File: src/rtl/stopwatch_pkg.sv
`default_nettype none
// ============================================================================
// Module      : stopwatch_pkg
// Description : Shared types and constants for the stopwatch run controller.
//               Run-state enumeration and the seconds/minutes field widths.
// Revision    : 1.0 - initial release
// ============================================================================
package stopwatch_pkg;

    localparam int SEC_W = 6;
    localparam int MIN_W = 6;

    localparam logic [SEC_W-1:0] SEC_MAX = 6'd59;

    typedef enum logic [1:0] {
        ST_IDLE     = 2'd0,
        ST_RUNNING  = 2'd1,
        ST_PAUSED   = 2'd2,
        ST_OVERFLOW = 2'd3
    } sw_state_t;

endpackage
`default_nettype wire

File: src/rtl/stopwatch_ctrl_tick_prescaler.sv
`default_nettype none
// ============================================================================
// Module      : tick_prescaler
// Description : Divides clk by CLK_HZ while run is high and emits a
//               registered one-cycle strobe the cycle after the divider wraps.
//               The divider holds its value while run is low, so a paused
//               second is finished after resume.
// Ports       : clk    - system clock
//               rst    - asynchronous active-high reset
//               run    - advance the divider this cycle
//               clr    - synchronous clear of divider and strobe
//               strobe - one-cycle pulse, CLK_HZ run-cycles apart
// Revision    : 1.0 - initial release
// ============================================================================
module tick_prescaler #(
    parameter int CLK_HZ = 50_000_000
) (
    input  logic clk,
    input  logic rst,
    input  logic run,
    input  logic clr,
    output logic strobe
);

    localparam int c_cnt_w = (CLK_HZ > 1) ? $clog2(CLK_HZ) : 1;
    localparam logic [c_cnt_w-1:0] c_last = c_cnt_w'(CLK_HZ - 1);
    localparam logic [c_cnt_w-1:0] c_one  = c_cnt_w'(1);

    logic [c_cnt_w-1:0] r_cnt;
    logic               r_strobe;
    logic               w_wrap;

    assign w_wrap = run && (r_cnt == c_last);

    always_ff @(posedge clk or posedge rst) begin
        if (rst) begin
            r_cnt    <= '0;
            r_strobe <= 1'b0;
        end else if (clr) begin
            r_cnt    <= '0;
            r_strobe <= 1'b0;
        end else begin
            r_strobe <= w_wrap;
            if (run) begin
                r_cnt <= w_wrap ? '0 : (r_cnt + c_one);
            end
        end
    end

    assign strobe = r_strobe;

endmodule
`default_nettype wire

File: src/rtl/stopwatch_ctrl.sv
`default_nettype none
// ============================================================================
// Module      : stopwatch_ctrl
// Description : Run-control sequencer for the stopwatch seconds datapath.
//               Run FSM (IDLE/RUNNING/PAUSED/OVERFLOW), 1 Hz count_en strobe,
//               minute counter, saturation at (MAX_MIN-1):59 and display mux.
//               Optional lap freeze is built when STOPWATCH_LAP_EN is defined.
// Ports       : clk, rst (async, active-high)
//               start_stop, clear, lap  - single-cycle control pulses
//               sec_value, sec_tick     - from the external seconds counter
//               count_en, counter_clr   - to the external seconds counter
//               minutes, disp_sec, disp_min, running, overflow, lap_active
// Revision    : 1.0 - initial release
// ============================================================================
module stopwatch_ctrl
    import stopwatch_pkg::*;
#(
    parameter int CLK_HZ  = 50_000_000,
    parameter int MAX_MIN = 60
) (
    input  logic             clk,
    input  logic             rst,
    input  logic             start_stop,
    input  logic             clear,
    input  logic             lap,
    input  logic [SEC_W-1:0] sec_value,
    input  logic             sec_tick,
    output logic             count_en,
    output logic             counter_clr,
    output logic [MIN_W-1:0] minutes,
    output logic [SEC_W-1:0] disp_sec,
    output logic [MIN_W-1:0] disp_min,
    output logic             running,
    output logic             overflow,
    output logic             lap_active
);

    localparam logic [MIN_W-1:0] c_min_last = MIN_W'(MAX_MIN - 1);
    localparam logic [MIN_W-1:0] c_min_one  = MIN_W'(1);

    sw_state_t        r_state;
    sw_state_t        w_next_state;
    logic [MIN_W-1:0] r_min;
    logic             r_counter_clr;
    logic             w_run;
    logic             w_strobe;
    logic             w_strobe_live;
    logic             w_at_max;

    // The prescaler strobe lands one cycle after the wrap; gating it with the
    // current state drops it when a pause, clear or saturation took effect on
    // the wrap edge, so count_en stays a pure function of registers.
    assign w_run         = (r_state == ST_RUNNING);
    assign w_at_max      = (r_min == c_min_last) && (sec_value == SEC_MAX);
    assign w_strobe_live = w_strobe && w_run;

    tick_prescaler #(
        .CLK_HZ (CLK_HZ)
    ) u_prescaler (
        .clk    (clk),
        .rst    (rst),
        .run    (w_run),
        .clr    (clear),
        .strobe (w_strobe)
    );

    // State register
    always_ff @(posedge clk or posedge rst) begin
        if (rst) begin
            r_state <= ST_IDLE;
        end else begin
            r_state <= w_next_state;
        end
    end

    // Next-state logic; clear dominates, saturation dominates start_stop
    always_comb begin
        w_next_state = r_state;
        if (clear) begin
            w_next_state = ST_IDLE;
        end else begin
            case (r_state)
                ST_IDLE:     if (start_stop) w_next_state = ST_RUNNING;
                ST_RUNNING: begin
                    if (w_strobe_live && w_at_max) w_next_state = ST_OVERFLOW;
                    else if (start_stop)           w_next_state = ST_PAUSED;
                end
                ST_PAUSED:   if (start_stop) w_next_state = ST_RUNNING;
                ST_OVERFLOW: w_next_state = ST_OVERFLOW;
                default:     w_next_state = ST_IDLE;
            endcase
        end
    end

    // Output decode
    always_comb begin
        running  = (r_state == ST_RUNNING);
        overflow = (r_state == ST_OVERFLOW);
        count_en = w_strobe_live && !w_at_max;
    end

    // Minute counter and registered clear pulse to the seconds counter
    always_ff @(posedge clk or posedge rst) begin
        if (rst) begin
            r_min         <= '0;
            r_counter_clr <= 1'b0;
        end else begin
            r_counter_clr <= clear;
            if (clear) begin
                r_min <= '0;
            end else if (sec_tick && (r_min != c_min_last)) begin
                r_min <= r_min + c_min_one;
            end
        end
    end

    assign counter_clr = r_counter_clr;
    assign minutes     = r_min;

`ifdef STOPWATCH_LAP_EN
    logic [MIN_W-1:0] r_lap_min;
    logic [SEC_W-1:0] r_lap_sec;
    logic             r_lap_active;

    // A lap pulse releases an active freeze in any state; a new freeze is
    // only taken while running.
    always_ff @(posedge clk or posedge rst) begin
        if (rst) begin
            r_lap_min    <= '0;
            r_lap_sec    <= '0;
            r_lap_active <= 1'b0;
        end else if (clear) begin
            r_lap_active <= 1'b0;
        end else if (lap) begin
            if (r_lap_active) begin
                r_lap_active <= 1'b0;
            end else if (r_state == ST_RUNNING) begin
                r_lap_min    <= r_min;
                r_lap_sec    <= sec_value;
                r_lap_active <= 1'b1;
            end
        end
    end

    assign lap_active = r_lap_active;
    assign disp_sec   = r_lap_active ? r_lap_sec : sec_value;
    assign disp_min   = r_lap_active ? r_lap_min : r_min;
`else
    logic w_unused_lap;
    assign w_unused_lap = lap;
    assign lap_active   = 1'b0;
    assign disp_sec     = sec_value;
    assign disp_min     = r_min;
`endif

endmodule
`default_nettype wire

File: config.mk
export PLATFORM = sky130hd
export DESIGN_NAME = stopwatch_ctrl
export DESIGN_NICKNAME = d
export VERILOG_FILES = /design/src/rtl/stopwatch_pkg.sv /design/src/rtl/stopwatch_ctrl_tick_prescaler.sv /design/src/rtl/stopwatch_ctrl.sv
export SDC_FILE = /design/constraint.sdc
export NUM_CORES = 1
export LEC_CHECK = 0
export CAP_MARGIN = 20
export CORE_MARGIN = 2
export CORE_UTILIZATION = 45
export DETAILED_ROUTE_END_ITERATION = 7
export GPL_TIMING_DRIVEN = 0
export PLACE_DENSITY = 0.81
export SETUP_SLACK_MARGIN = 0.05
export SLEW_MARGIN = 25
export SYNTH_ARGS = -nofsm -noshare
export SYNTH_HDL_FRONTEND = slang
export SYNTH_HIERARCHICAL = 1
export SYNTH_SLANG_ARGS = --single-unit
File: constraint.sdc
create_clock -name clk -period 7.1 [get_ports clk]
set_clock_uncertainty 0.2 [all_clocks]
set_input_delay 2.13 -clock clk [delete_from_list [all_inputs] [get_ports clk]]
set_output_delay 2.13 -clock clk [all_outputs]
set_load 0.05 [all_outputs]
# ---- Word level (Yosys, flattened, before mapping)
# Cells that the tools add are included.
dict set report word_totals {
  reg_bits 36
  output_inout_bits 23
  elab_cells 39
}
dict set report op_classes {
  add_sub_neg 2
  eq_ne 9
  mux 11
  n_reduce_logical 12
}
# operator count
set ops {}
lappend ops {{$mux 26} 3}
lappend ops {{$add 26x1->26 const B} 1}
lappend ops {{$eq 26x26->1 const B} 1}
lappend ops {{$eq 6x6->1 const B} 2}
lappend ops {{$mux 6} 2}
lappend ops {{$mux 2} 4}
lappend ops {{$add 6x1->6 const B} 1}
lappend ops {{$logic_and 1x1->1} 6}
lappend ops {{$ne 6x6->1 const B} 1}
lappend ops {{$pmux 2 s3} 1}
lappend ops {{$eq 2x2->1 const B} 2}
lappend ops {{$ne 4x4->1 const B} 1}
lappend ops {{$reduce_bool 2->1} 2}
lappend ops {{$ne 3x1->1 const B} 1}
lappend ops {{$eq 2x1->1 const B} 1}
lappend ops {{$logic_not 2->1} 1}
lappend ops {{$reduce_and 2->1} 1}
lappend ops {{$reduce_or 2->1} 1}
lappend ops {{$logic_not 1->1} 1}
lappend ops {{$mux 1} 1}

# ---- Logic depth before layout (Yosys ltp)
dict set report depth {
  word_depth 6
  ltp_mapped 6
  ltp_nobuf 5
}

# ---- Modules after synthesis
# Netlist, hierarchy kept.
# mod instances cells_per_inst area_each_um2 seq_area_each_um2
set modules_own_cells {}
lappend modules_own_cells {tick_prescaler 1 175 1569.0 675.6}
lappend modules_own_cells {stopwatch_ctrl 1 63 594.3 225.2}

# ---- Least setup slack after synthesis
# Ideal clock, no wire load.
dict set report synth_path {
  path_type {input to output}
  from {in sec_value[1]}
  to {out count_en}
  arrival_ns 3.332
  setup_slack_ns 1.438
  stages 3
  path_cell_list {and4b_1 and3_1 a31oi_1}
}
dict set report synth_between {
  elab_chain_len 4
}
# element line_no
set synth_rtl {}
lappend synth_rtl {{start, declared} stopwatch_ctrl.sv:26} ;# input logic [SEC_W-1:0] sec_value,
lappend synth_rtl {{$eq 6x6->1} stopwatch_ctrl.sv:54} ;# assign w_at_max = (r_min == c_min_last) && (sec_value == SEC_MAX);
lappend synth_rtl {{$logic_and 1x1->1} stopwatch_ctrl.sv:54}
lappend synth_rtl {{$logic_not 1->1} stopwatch_ctrl.sv:99} ;# count_en = w_strobe_live && !w_at_max;
lappend synth_rtl {{$logic_and 1x1->1} stopwatch_ctrl.sv:99}
lappend synth_rtl {{end, declared} stopwatch_ctrl.sv:28} ;# output logic count_en,
# No other way between the ends.

# ---- Final worst setup path
dict set report layout_path {
  from {in sec_value[2]}
  to {out count_en}
}
# The elaborated chain is that of the path after synthesis.

==> reports/metrics.csv <==
metric,value,unit
outcome,"finished, final reports clean",
grt_pass1_vias,1866,
worstMarginPinSlew,0.7026,ns
ys_async_sr_fraction,1.000,
synth.area.top_cells,"dfrtp_1, buf_4, nor2_1",
hp-class,reg -> reg,
netlist_area,2163,sq um
initial_core_util,0.4611,
ys_seq_area_frac,0.4164,
setup_violations,0,
yosys_most_used_dff,dfrtp_1,
antenna_left,0,
crit_type,in -> out,
core,4692,sq um
worstPathArrival,3.98,ns
ctsResizeCount,0,
clock-sinks,36,
power_density,170.9,nW/um^2
numPlacedInstances,324,
crit_chain,clkdlybuf4s50_1 > and4b_1 > and3_1 > a31oi_1 > clkdlybuf4s50_1,
clk_latency,0.29,ns
gp_congestion,0.9503,
synthDominantCellAreaShare,0.4164,
synth_cell_types,50,
htree_levels,2,
period_needed,6.308,ns
cap_violations,0,
hold_viol,0,
seq_power_share,0.468,
vias,1927,
pwr-share-comb,0.135,
chipHeight,73.34,microns
cts_tree,built,
synth_nets,253,
start_kind,input port,
synth-seq-cells,36,
n_antenna_cell,0,
crit_fanout,2,
peakVddDrop,0.09622,mV
synth_area_leader_cell,dfrtp_1,
drt_first_pass_iters,4,
p_switching,119.5,uW
cts_setup_buffers,0,
path_clk_slew,0.07,ns
die_w,73.34,microns
io_pins,35,
leakage,1.060,nW
clkPwrFrac,0.397,
synth.avg_cell_area,9.090,sq um
grt_max_degree,28,
hpwl,3.538,mm
die_area,5378,sq um
detail_route.wl_per_cell,15.14,microns
cts_root_buffer,clkbuf_8,
finalCritPeriodShare,0.8884,
fin_setup_tns,0,ns
cpPeakStageDelay,0.82,ns
synth_warnings,6,
end_kind,output port,
grt_pass1_wl,8.673,mm
gr-total-overflow,0,
ys_top_cells_by_count,"dfrtp_1, nor2_1, nand2_1",
synth_edf_count,0,
drt_iter0_markers,131,
utilization,0.5675,
cts_made_buffers,5,
synth_cells,238,
antenna_found_initial,0,
grt_usage,0.2071,
port_buffers,32,
p_sw_frac,0.2627,
intPower,335.4,uW
syn_to_final_growth,23.08,%
drc,0,
grt_setup_unrepaired,no,
required,4.77,ns
crit_path_frequent_cell,clkdlybuf4s50_1,
layoutNonFillerInstCount,332,
hold_buffers,0,
rows,25,
maxSlewHeadroom,0.5272,
yosys.cell_count.top_type,dfrtp_1,
drv_slew,0,
drive_above_1_share,0.1187,
critPathSlowestCell,clkdlybuf4s50_1,
viasPerCell,5.804,
max_clock_freq,158.5,MHz
wirelength,5.025,mm
num-nets-final,292,
cts.path.max_buffers,2,
critical path, delay by kind of cell:
| family | cells | cell delay, ns |
|---|---|---|
| buffers and inverters | 2 | 1.29 |
| AND/OR/NAND/NOR | 2 | 0.40 |
| AO/OA/AOI/OAI | 1 | 0.15 |
per-layer routing:
metal	vias to the layer above	GRT usage	share of wire
met2	67	0.3333	0.48
met3	4	0.05350	0.077
met4	0	0.08283	0.0068
li1	931	-	-
met5	-	0	0
met1	925	0.2667	0.44
flip-flops by register name (all words and copies together), names as in the netlist:
name	cells
r_state	2
counter_clr	1
u_prescaler/r_cnt	26
u_prescaler/strobe	1
disp_min	6
layout by cell type, fill, tap and decap left out, drive strengths merged, types with 2 or more instances in the layout:
master	count
dfrtp	36
clkdlybuf4s50	32
nor2	22
nand2	18
buf	15
a21oi	13
nand4	11
clkbuf	11
or4	9
and3	9
nand3	8
xnor2	8
inv	8
o31ai	7
xor2	6
nor3	6
or3	6
nand2b	5
nor4	5
o21ai	4
nor2b	4
ha	3
a31oi	2
nor3b	2
a41oi	2
o41ai	2
o2111ai	2
or2	2
and4	2
layout make-up:
type	count	area, sq um
Clock buffer	5	68.82
Fill cell	438	2029
Sequential cell	36	900.9
Tap cell	54	67.56
Clock inverter	3	42.54
Inverter	8	30.03
Buffer	21	128.9
Timing Repair Buffer	32	320.3
Multi-Input combinational cell	173	1104
stage by stage:
step                hold WS [ns]  worst slack (ns)  power (mW)  instance area (sq um)
floorplan                 0.3304             1.438      0.2560                   2163
global placement          0.3591            0.7852      0.2770                   2551
detailed placement        0.3769            0.7836      0.2779                   2551
CTS                       0.3874            0.7804      0.4601                   2663
global route              0.4305            0.7020      0.4732                   2663
finish                    0.3885            0.7923      0.4550                   2663
power by group through the flow:
stage	combinational [mW]	clock, mW	sequential (mW)
2_1_floorplan	0.0353	0	0.221
3_3_place_gp	0.0605	0	0.217
3_5_place_dp	0.0612	0	0.217
4_1_cts	0.0617	0.186	0.213
5_1_grt	0.0665	0.193	0.214
6_report	0.0613	0.181	0.213
path summary, 6_finish.rpt:
kind	from	end	slack, ns	cells after the start
max	sec_value[2]	count_en	0.79	5
min reg2reg	u_prescaler/r_cnt[19]	u_prescaler/r_cnt[19]	0.39	2
max in group asynchronous	rst	u_prescaler/r_cnt[9]	4.24	2
min in group asynchronous	rst	counter_clr	1.97	2
max reg2reg	r_state[1]	u_prescaler/r_cnt[21]	4.23	6
min	u_prescaler/r_cnt[19]	u_prescaler/r_cnt[19]	0.39	2
cells by family after synthesis:
| group | after synthesis | synth area share |
|---|---|---|
| DFF | 36 | 0.4164 |
| and+or+nand+nor | 114 | 0.3019 |
| other | 1 | 0.001733 |
| adders and majority gates | 3 | 0.01735 |
| AOI/OAI and AO/OA | 39 | 0.1226 |
| muxes | 2 | 0.009832 |
| xor gates and xnor gates | 14 | 0.05668 |
| buffers and inverters | 29 | 0.07345 |
No activity file was read; power rests on OpenSTA's default activity.
